File: src/rtl/cpu_run_ctrl_pkg.sv
// Shared state encodings and mode codes for the CPU run controller.
package cpu_run_ctrl_pkg;

  // Panel states first, then the run family (all of which report mode 11).
  typedef enum logic [2:0] {
    StIdle     = 3'd0,
    StLoad     = 3'd1,
    StCheck    = 3'd2,
    StRunRst   = 3'd3,
    StRun      = 3'd4,
    StStepWait = 3'd5,
    StStepExec = 3'd6,
    StHalted   = 3'd7
  } state_e;

  localparam logic [1:0] ModeIdle  = 2'b00;
  localparam logic [1:0] ModeLoad  = 2'b01;
  localparam logic [1:0] ModeCheck = 2'b10;
  localparam logic [1:0] ModeRun   = 2'b11;

  // Panel state matching a non-run mode code.
  function automatic state_e panel_state(input logic [1:0] mode);
    case (mode)
      ModeLoad:  return StLoad;
      ModeCheck: return StCheck;
      default:   return StIdle;
    endcase
  endfunction

  // Mode code reported on cpustate for a given state.
  function automatic logic [1:0] state_code(input state_e st);
    case (st)
      StIdle:  return ModeIdle;
      StLoad:  return ModeLoad;
      StCheck: return ModeCheck;
      default: return ModeRun;
    endcase
  endfunction

endpackage

File: src/rtl/cpu_run_ctrl_debounce.sv
// Two-flop synchronizer followed by a stability-count debouncer with a
// registered rising-edge pulse that coincides with the first cycle of db_o=1.
module cpu_run_ctrl_debounce #(
  parameter int unsigned DB_CYCLES = 4
) (
  input  logic clk_i,
  input  logic rst_i,
  input  logic raw_i,
  output logic db_o,
  output logic rise_o
);

  localparam int unsigned CntW = (DB_CYCLES > 1) ? $clog2(DB_CYCLES) : 1;
  localparam logic [CntW-1:0] CntMax = CntW'(DB_CYCLES - 1);

  logic            sync1_q, sync2_q;
  logic            db_q, db_d;
  logic            rise_q, rise_d;
  logic [CntW-1:0] cnt_q, cnt_d;

  // Count consecutive samples that disagree with the current debounced value.
  always_comb begin
    db_d   = db_q;
    cnt_d  = cnt_q;
    rise_d = 1'b0;
    if (sync2_q == db_q) begin
      cnt_d = '0;
    end else if (cnt_q == CntMax) begin
      db_d   = sync2_q;
      cnt_d  = '0;
      rise_d = sync2_q;
    end else begin
      cnt_d = cnt_q + 1'b1;
    end
  end

  // Synchronizer, counter and output registers.
  always_ff @(posedge clk_i) begin
    if (rst_i) begin
      sync1_q <= 1'b0;
      sync2_q <= 1'b0;
      db_q    <= 1'b0;
      rise_q  <= 1'b0;
      cnt_q   <= '0;
    end else begin
      sync1_q <= raw_i;
      sync2_q <= sync1_q;
      db_q    <= db_d;
      rise_q  <= rise_d;
      cnt_q   <= cnt_d;
    end
  end

  assign db_o   = db_q;
  assign rise_o = rise_q;

endmodule

File: src/rtl/cpu_run_ctrl.sv
// Run-mode sequencer: debounced mode selection, single-step, breakpoint/halt
// stop, CPU enable/reset pulse, RAM ownership and retired-instruction count.
module cpu_run_ctrl
  import cpu_run_ctrl_pkg::*;
#(
  parameter int unsigned DB_CYCLES = 4,
  parameter int unsigned AW        = 16
) (
  input  logic          clk,
  input  logic          rst,
  input  logic          SW1,
  input  logic          SW2,
  input  logic          step_mode,
  input  logic          A1,
  input  logic          bp_en,
  input  logic [AW-1:0] bp_addr,
  input  logic [AW-1:0] pc,
  input  logic          instr_done,
  input  logic          halt_in,
  output logic [1:0]    cpustate,
  output logic          cpu_en,
  output logic          cpu_rst,
  output logic          mem_owner,
  output logic          halted,
  output logic [15:0]   instr_count
);

  logic sw1_db, sw2_db, a1_db;
  logic sw1_rise, sw2_rise, a1_rise;
  logic unused_sig;

  cpu_run_ctrl_debounce #(.DB_CYCLES(DB_CYCLES)) u_db_sw1 (
    .clk_i (clk), .rst_i (rst), .raw_i (SW1), .db_o (sw1_db), .rise_o (sw1_rise)
  );
  cpu_run_ctrl_debounce #(.DB_CYCLES(DB_CYCLES)) u_db_sw2 (
    .clk_i (clk), .rst_i (rst), .raw_i (SW2), .db_o (sw2_db), .rise_o (sw2_rise)
  );
  cpu_run_ctrl_debounce #(.DB_CYCLES(DB_CYCLES)) u_db_a1 (
    .clk_i (clk), .rst_i (rst), .raw_i (A1), .db_o (a1_db), .rise_o (a1_rise)
  );

  // Mode switches are used as levels, the step button only as an edge.
  assign unused_sig = ^{sw1_rise, sw2_rise, a1_db};

  state_e      state_q, state_d;
  logic [15:0] count_q, count_d;
  logic [1:0]  mode;
  logic        run_mode, stop_hit, clear_cnt;

  assign mode     = {sw2_db, sw1_db};
  assign run_mode = (mode == ModeRun);
  assign stop_hit = halt_in | (bp_en & (pc == bp_addr));

  // Next-state: leaving mode 11 always wins over any instruction event.
  always_comb begin
    state_d   = state_q;
    clear_cnt = 1'b0;
    case (state_q)
      StIdle, StLoad, StCheck: begin
        if (run_mode) begin
          state_d   = StRunRst;
          clear_cnt = 1'b1;
        end else begin
          state_d = panel_state(mode);
        end
      end
      StRunRst: begin
        if (!run_mode)      state_d = panel_state(mode);
        else if (step_mode) state_d = StStepWait;
        else                state_d = StRun;
      end
      StRun: begin
        if (!run_mode) begin
          state_d = panel_state(mode);
        end else if (instr_done) begin
          if (stop_hit)       state_d = StHalted;
          else if (step_mode) state_d = StStepWait;
        end
      end
      StStepWait: begin
        if (!run_mode)       state_d = panel_state(mode);
        else if (!step_mode) state_d = StRun;
        else if (a1_rise)    state_d = StStepExec;
      end
      StStepExec: begin
        if (!run_mode)       state_d = panel_state(mode);
        else if (instr_done) state_d = stop_hit ? StHalted : StStepWait;
      end
      StHalted: begin
        if (!run_mode) state_d = panel_state(mode);
      end
      default: state_d = StIdle;
    endcase
  end

  // Outputs decoded from the state register.
  always_comb begin
    cpustate  = state_code(state_q);
    cpu_en    = (state_q == StRun) || (state_q == StStepExec);
    mem_owner = cpu_en;
    cpu_rst   = (state_q == StRunRst);
    halted    = (state_q == StHalted);
  end

  // Retired-instruction counter, saturating, cleared on run entry.
  always_comb begin
    count_d = count_q;
    if (clear_cnt) begin
      count_d = '0;
    end else if (instr_done && cpu_en && (count_q != 16'hFFFF)) begin
      count_d = count_q + 16'd1;
    end
  end

  // State and counter registers.
  always_ff @(posedge clk) begin
    if (rst) begin
      state_q <= StIdle;
      count_q <= '0;
    end else begin
      state_q <= state_d;
      count_q <= count_d;
    end
  end

  assign instr_count = count_q;

endmodule

File: config.mk
export PLATFORM = sky130hd
export DESIGN_NAME = cpu_run_ctrl
export DESIGN_NICKNAME = d
export VERILOG_FILES = /design/src/rtl/cpu_run_ctrl_pkg.sv /design/src/rtl/cpu_run_ctrl_debounce.sv /design/src/rtl/cpu_run_ctrl.sv
export SDC_FILE = /design/constraint.sdc
export NUM_CORES = 1
export LEC_CHECK = 0
export BUFFER_PORTS_ARGS = -buffer_cell sky130_fd_sc_hd__buf_2
export CAP_MARGIN = 20
export CORE_UTILIZATION = 45
export DETAILED_ROUTE_END_ITERATION = 7
export PLACE_DENSITY = 0.75
export RECOVER_POWER = 100
export SLEW_MARGIN = 15
export SYNTH_ARGS = -nofsm -noshare
export SYNTH_HDL_FRONTEND = slang
export SYNTH_HIERARCHICAL = 1
export SYNTH_SLANG_ARGS = --single-unit
File: constraint.sdc
create_clock -name clk -period 1.4 [get_ports clk]
set_input_delay 0.07 -clock clk [delete_from_list [all_inputs] [get_ports clk]]
set_output_delay 0.07 -clock clk [all_outputs]
set_load 0.01 [all_outputs]
==> reports/metrics.yaml, run 1 <==
timing:
  fmax_mhz: 669.3
  rsz0062_at_grt: "true"
  skew_ns: 0.007682
  finalCritPeriodShare_pct: 106.7
  final.setup.worst_slack_ns: -0.09401
  slew_violations: 0
  setup_tns_ns: -0.5291
  fin_crit_ns: 1.494
  relSlewSlack_pct: 53.46
  hold_viol: 0
  tightest_slew_ns: 0.6981
  setup_viol: 12
place:
  hpwlAfterDp_um: 3143
  io_buffers: 62
  dp_slack_ns: -0.1151
  gp_congestion: 0.7802
layout:
  drive_gt1_share_pct: 46.71
  seqCellArea_um2: 716.9
  multi_input_area_um2: 1215
  fillCellCount: 303
  diodes: 0
  nets: 334
  areaGrowthSynthToFinish_pct: 44.15
worst_setup_path:
  crit_path_start_kind: "register"
  critPathMaxFanout: 5
  cp_slowest_cell: "dfxtp_4"
  rr_startpoint: "instr_count[0]"
  cp-end-kind: "register"
  cp_cell_sequence: "ha_4, and4_4, nand4_4, o211ai_1, xor2_1, nor2_1"
  startpoint: "instr_count[0]"
  cp.required_ns: 1.59
  reg2reg_slack_ns: -0.09
  crit_type: "register to register"
  reg2regPathDepth: 6
  cp-endpoint: "instr_count[2]"
  cp_data_arrival_time_ns: 1.68
  cpPeakStageDelay_ns: 0.36
  reg2reg_to: "instr_count[2]"
power:
  switching_share_pct: 22.60
  p_leak_nw: 1.142
  combPwrFrac_pct: 8.5
  power.switching_uw: 419.1
  internal-power_mw: 1.435
  p_clk_share_pct: 37.2
  p_per_area_nw_per_um2: 708.0
  sequentialPowerShare_pct: 54.3
  power.total_mw: 1.854
  irDropWorstVdd_mv: 0.6668
floorplan:
  core_area_um2: 3771
  start_util_pct: 48.18
  die_x_um: 65.54
  dieArea_um2: 4295
  die_h_um: 65.54
  num_rows: 22
  pin_count: 63
detailed_routing:
  via_per_inst: 5.228
  wl_per_cell_um: 13.33
  drt_wl_total_um: 4491
  vias: 1762
  ant_nets: 0
  dr.pass1.iters: 4
  drc: 0
  drtIter0Drc: 121
grt:
  overflow: 0
  antenna_found_initial: 0
  track_usage_pct: 22.19
  grt_max_degree: 17
  grt_pass1_wl_um: 7210
  grt_pass1_vias: 1672
yosys:
  syn_area_um2: 1817
  avgSynthCellArea_um2: 9.317
  ys_warn_count: 6
  synth_nets: 240
  synth_cells: 195
hold_path:
  hold_class: "primary input to register"
clock_tree:
  cts_setup_buffers: 0
  clk_latency_ns: 0.29
  clk_pin_slew_ns: 0.07
  tritoncts: "yes"
  htree_levels: 2
  cts.sinks: 35
  clk_path_buf_depth: 2
  root_buffer: "clkbuf_8"
  cts_buffers: 5
run:
  cap_violations: 0
status:
  violations: "negative setup slack"
  outcome: "complete, but fails checks"
## critical path: cells and delay by family (launching register included)
kind | cells | cell delay, ns
xor gates and xnor gates | 1 | 0.19
adders and majority gates | 1 | 0.13
and+or+nand+nor | 3 | 0.48
DFF | 1 | 0.36
AOI/OAI and AO/OA | 1 | 0.23
## layout make-up
cell class	count	share of cell area (%)
flip-flops and latches	35	27.38
well taps	48	2.293
clock buffers	7	2.914
inverters	5	0.7167
multi-input cells	151	46.39
repair buffers	91	20.31
## state kept, by name, indices dropped and copies added (netlist names), 2 cells and up
| register | count |
|---|---|
| instr_count | 16 |
| u_db_sw1/cnt_q | 2 |
| u_db_a1/cnt_q | 2 |
| state_q | 3 |
| u_db_sw2/cnt_q | 2 |
## timing repair
action | in CTS | in global routing
hold endpoints to repair | 2 | 0
pin swaps | 6 | 14
endpoints found under the setup margin | 17 | 18
gates resized for setup | 5 | 22
gates cloned | 1 | 0
hold buffers | 2 | 0
## through the flow
stage | utilization [%] | area, um2 | instances | hold slack, ns
after CTS | 66.89 | 2522 | 337 | 0.008057
after detailed placement | 63.54 | 2396 | 327 | 0.2863
after global placement | 63.54 | 2396 | 327 | 0.2836
after floorplan | - | 1858 | 195 | 0.1398
final | 69.44 | 2619 | 337 | 0.008434
after global routing | 69.44 | 2619 | 337 | 0.004784
## power by group through the flow
| stage | Combinational [mW] | Sequential, mW | Clock [mW] |
|---|---|---|---|
| floorplan | 0.0666 | 1.03 | 0 |
| global route | 0.176 | 1.01 | 0.750 |
| CTS | 0.158 | 1.01 | 0.708 |
| detailed placement | 0.153 | 1.03 | 0 |
| global placement | 0.149 | 1.03 | 0 |
| finish | 0.158 | 1.01 | 0.689 |
## how the worst min path moves through the flow
stage / from / end / slack, ns / cells after the start
after floorplan: rst / state_q[2] / 0.14 / 1
after global placement: A1 / u_db_a1/sync1_q / 0.28 / 2
after detailed placement: SW1 / u_db_sw1/sync1_q / 0.29 / 2
after CTS: SW2 / u_db_sw2/sync1_q / 0.008 / 2
after global routing: SW2 / u_db_sw2/sync1_q / 0.005 / 2
final: SW2 / u_db_sw2/sync1_q / 0.008 / 2
## cells in the final DEF (no fill, tap or decap), types with 6 or more instances in the layout
cell,instances
buf_2,61
buf_4,25
dfxtp_1,26
dfxtp_2,7
nand2_1,6
nand3_1,6
nand4_1,7
nor2_1,20
nor2b_1,6
xnor2_1,19
xor2_1,13
## routing by layer
metal / track usage (%) / wire (um) / vias to the layer above
met1: 24.92 / 1911 / 807
met2: 38.66 / 2228 / 60
met3: 4.861 / 226 / 13
li1: - / - / 882
met4: 11.96 / 125 / 0
met5: 0 / 0 / -
Power figures use the tool's default switching activity.
==> inputs of run 2 (changes only) <==
--- a/config.mk
+++ b/config.mk
@@ -7,6 +7,7 @@
 export LEC_CHECK = 0
 export BUFFER_PORTS_ARGS = -buffer_cell sky130_fd_sc_hd__buf_2
 export CAP_MARGIN = 20
+export CORE_ASPECT_RATIO = 1.4
 export CORE_UTILIZATION = 45
 export DETAILED_ROUTE_END_ITERATION = 7
 export PLACE_DENSITY = 0.75
==> run 2 against run 1 <==
Compared with the run above: the flow still finishes with violations (negative setup slack); maximum frequency grew 1.7%; clock skew is 0.0037 ns lower; global-route usage down 0.16 points; worst hold slack gained 0.075 ns; core utilization down 1.7 points; flip-flop and latch count stayed put; power rose by 4.0%; setup slack improved by 0.025 ns; sequential power about the same; routed wire length grew 2.5%; first-iteration DRC count decreased by 68%; register-to-register slack gained 0.02 ns; critical endpoint unchanged.
==> reports/metrics.yaml, run 2 (synthesized netlist as in run 1, its figures left out) <==
floorplan:
  start_util_pct: 46.76  # -1.4 points
  die_h_um: 77.18  # +18%
  pin_count: 63  # unchanged
  dieArea_um2: 4299  # about the same
  die_x_um: 55.70  # -15%
  core_area_um2: 3885  # +3.0%
  num_rows: 27  # +23%
detailed_routing:
  drtIter0Drc: 39  # -68%
  wl_per_cell_um: 13.62  # +2.2%
  via_per_inst: 5.399  # +3.3%
  vias: 1825  # +3.6%
  dr.pass1.iters: 4  # unchanged
  ant_nets: 0  # unchanged
  drt_wl_total_um: 4603  # +2.5%
  drc: 0  # unchanged
power:
  p_clk_share_pct: 39.4  # +2.2 points
  switching_share_pct: 24.73  # +2.1 points
  power.switching_uw: 477.1  # +14%
  sequentialPowerShare_pct: 52.0  # -2.3 points
  p_leak_nw: 1.099  # -3.7%
  combPwrFrac_pct: 8.5  # about the same
  irDropWorstVdd_mv: 0.7967  # +19%
  p_per_area_nw_per_um2: 733.1  # +3.5%
  internal-power_mw: 1.452  # +1.2%
worst_setup_path:
  crit_type: "register to register"
  cp_data_arrival_time_ns: 1.66  # -0.02 ns
  critPathMaxFanout: 5  # unchanged
  reg2reg_slack_ns: -0.07  # +0.02 ns
  crit_path_start_kind: "register"
  cp-end-kind: "register"
  cp.required_ns: 1.60  # about the same
clock_tree:
  root_buffer: "clkbuf_8"
  clk_latency_ns: 0.30  # about the same
  cts_buffers: 5  # unchanged
  cts.sinks: 35  # unchanged
  clk_path_buf_depth: 2  # unchanged
  tritoncts: "yes"
  clk_pin_slew_ns: 0.08  # about the same
  htree_levels: 2  # unchanged
timing:
  setup_viol: 14  # +2
  fmax_mhz: 680.7  # +1.7%
  fin_crit_ns: 1.469  # -0.02498 ns
  relSlewSlack_pct: 58.23  # +4.8 points
  skew_ns: 0.003988  # -0.003694 ns
  tightest_slew_ns: 0.6208  # -0.07732 ns
  slew_violations: 0  # unchanged
  hold_viol: 0  # unchanged
  setup_tns_ns: -0.4406  # +0.08844 ns
  rsz0062_at_grt: "true"
  holdWs_ns: 0.08317  # +0.07473 ns
  final.setup.worst_slack_ns: -0.06903  # +0.02498 ns
  finalCritPeriodShare_pct: 104.9  # -1.8 points
grt:
  track_usage_pct: 22.03  # -0.16 points
  overflow: 0  # unchanged
  grt_max_degree: 18  # +1
  grt_pass1_wl_um: 7320  # +1.5%
  grt_pass1_vias: 1769  # +5.8%
  antenna_found_initial: 0  # unchanged
layout:
  diodes: 0  # unchanged
  postLayoutCoreUtil_pct: 67.73  # -1.7 points
  areaGrowthSynthToFinish_pct: 44.83
  fillCellCount: 321  # +5.9%
  drive_gt1_share_pct: 43.39  # -3.3 points
  largest_reg_flops: 16  # unchanged
  nets: 339  # +1.5%
  layout_commonest_cell: "buf_2"
  layout_common_cells: "56 x buf_2, 28 x dfxtp_1, 25 x buf_4"
  instances_no_fill: 338  # +0.30%
place:
  placed_cells: 325  # -0.61%
  dp_slack_ns: -0.1465  # -0.03135 ns
  gp_congestion: 0.8729  # +12%
  io_buffers: 62  # unchanged
  hpwlAfterDp_um: 3411  # +8.5%
hold_path:
  hold_class: "primary input to register"
status:
  violations: "negative setup slack"
  outcome: "complete, but fails checks"
run:
  cap_violations: 0  # unchanged
[run 2: cell types whose count changed in the layout (fill, tap and decap cells not counted), sizes merged]
cell         change
buf              -3
inv              +2
clkinvlp         +1
clkbuf           +5
dlygate4sd3      +1
[run 2: layout make-up]
type	instances	area (um2)	area share, %
sequential	35	716.9	27.25
clock inverter	3	22.52	0.8559
timing repair buffer	96	578.1	21.97
multi-input combinational	151	1172	44.56
tap	43	53.80	2.045
clock buffer	5	68.82	2.615
inverter	5	18.77	0.7133
[run 2: critical path: stages (launching register included)]
cell and delay [ns]:
dfxtp_4 0.36, ha_4 0.13, and4_4 0.25, nand4_4 0.16
o211ai_1 0.24, xor2_1 0.17, nor2_1 0.05
[run 2: power by group through the flow]
stage | sequential [mW] | combinational [mW] | clock (mW)
floorplan | 1.03 | 0.0666 | 0
global placement | 1.03 | 0.152 | 0
detailed placement | 1.03 | 0.158 | 0
CTS | 1.01 | 0.164 | 0.780
global route | 1.00 | 0.180 | 0.826
finish | 1.00 | 0.165 | 0.760
[run 2: final timing paths]
kind	start	end	depth (start not counted)
worst max-delay path	instr_count[1]	instr_count[2]	6
worst min-delay path	rst	state_q[0]	2
worst max register to register	instr_count[1]	instr_count[2]	6
worst min register to register	u_db_sw1/cnt_q[0]	u_db_sw1/cnt_q[0]	1
[run 2: stage by stage]
stage	cell area, um2	power [mW]
CTS	2582	1.950
global placement	2425	1.181
floorplan	1858	1.095
detailed placement	2425	1.187
global route	2631	2.011
finish	2631	1.929
[run 2: repair_timing]
action | CTS | global route
gates resized for setup | 7 | 17
hold buffers | 3 | 0
pin swaps | 8 | 7
endpoints found under the hold margin | 3 | 0
cloned | 1 | 0
setup buffers | 0 | 1
endpoints found under the setup margin | 14 | 17
[run 2: layer usage]
metal  vias up  share of wire [%]  track usage, %
met5         -                  0               0
li1        899                  -               -
met2        66                 58           45.06
met3        14                4.4           4.722
met4         0                3.1           13.00
met1       846                 34           18.32
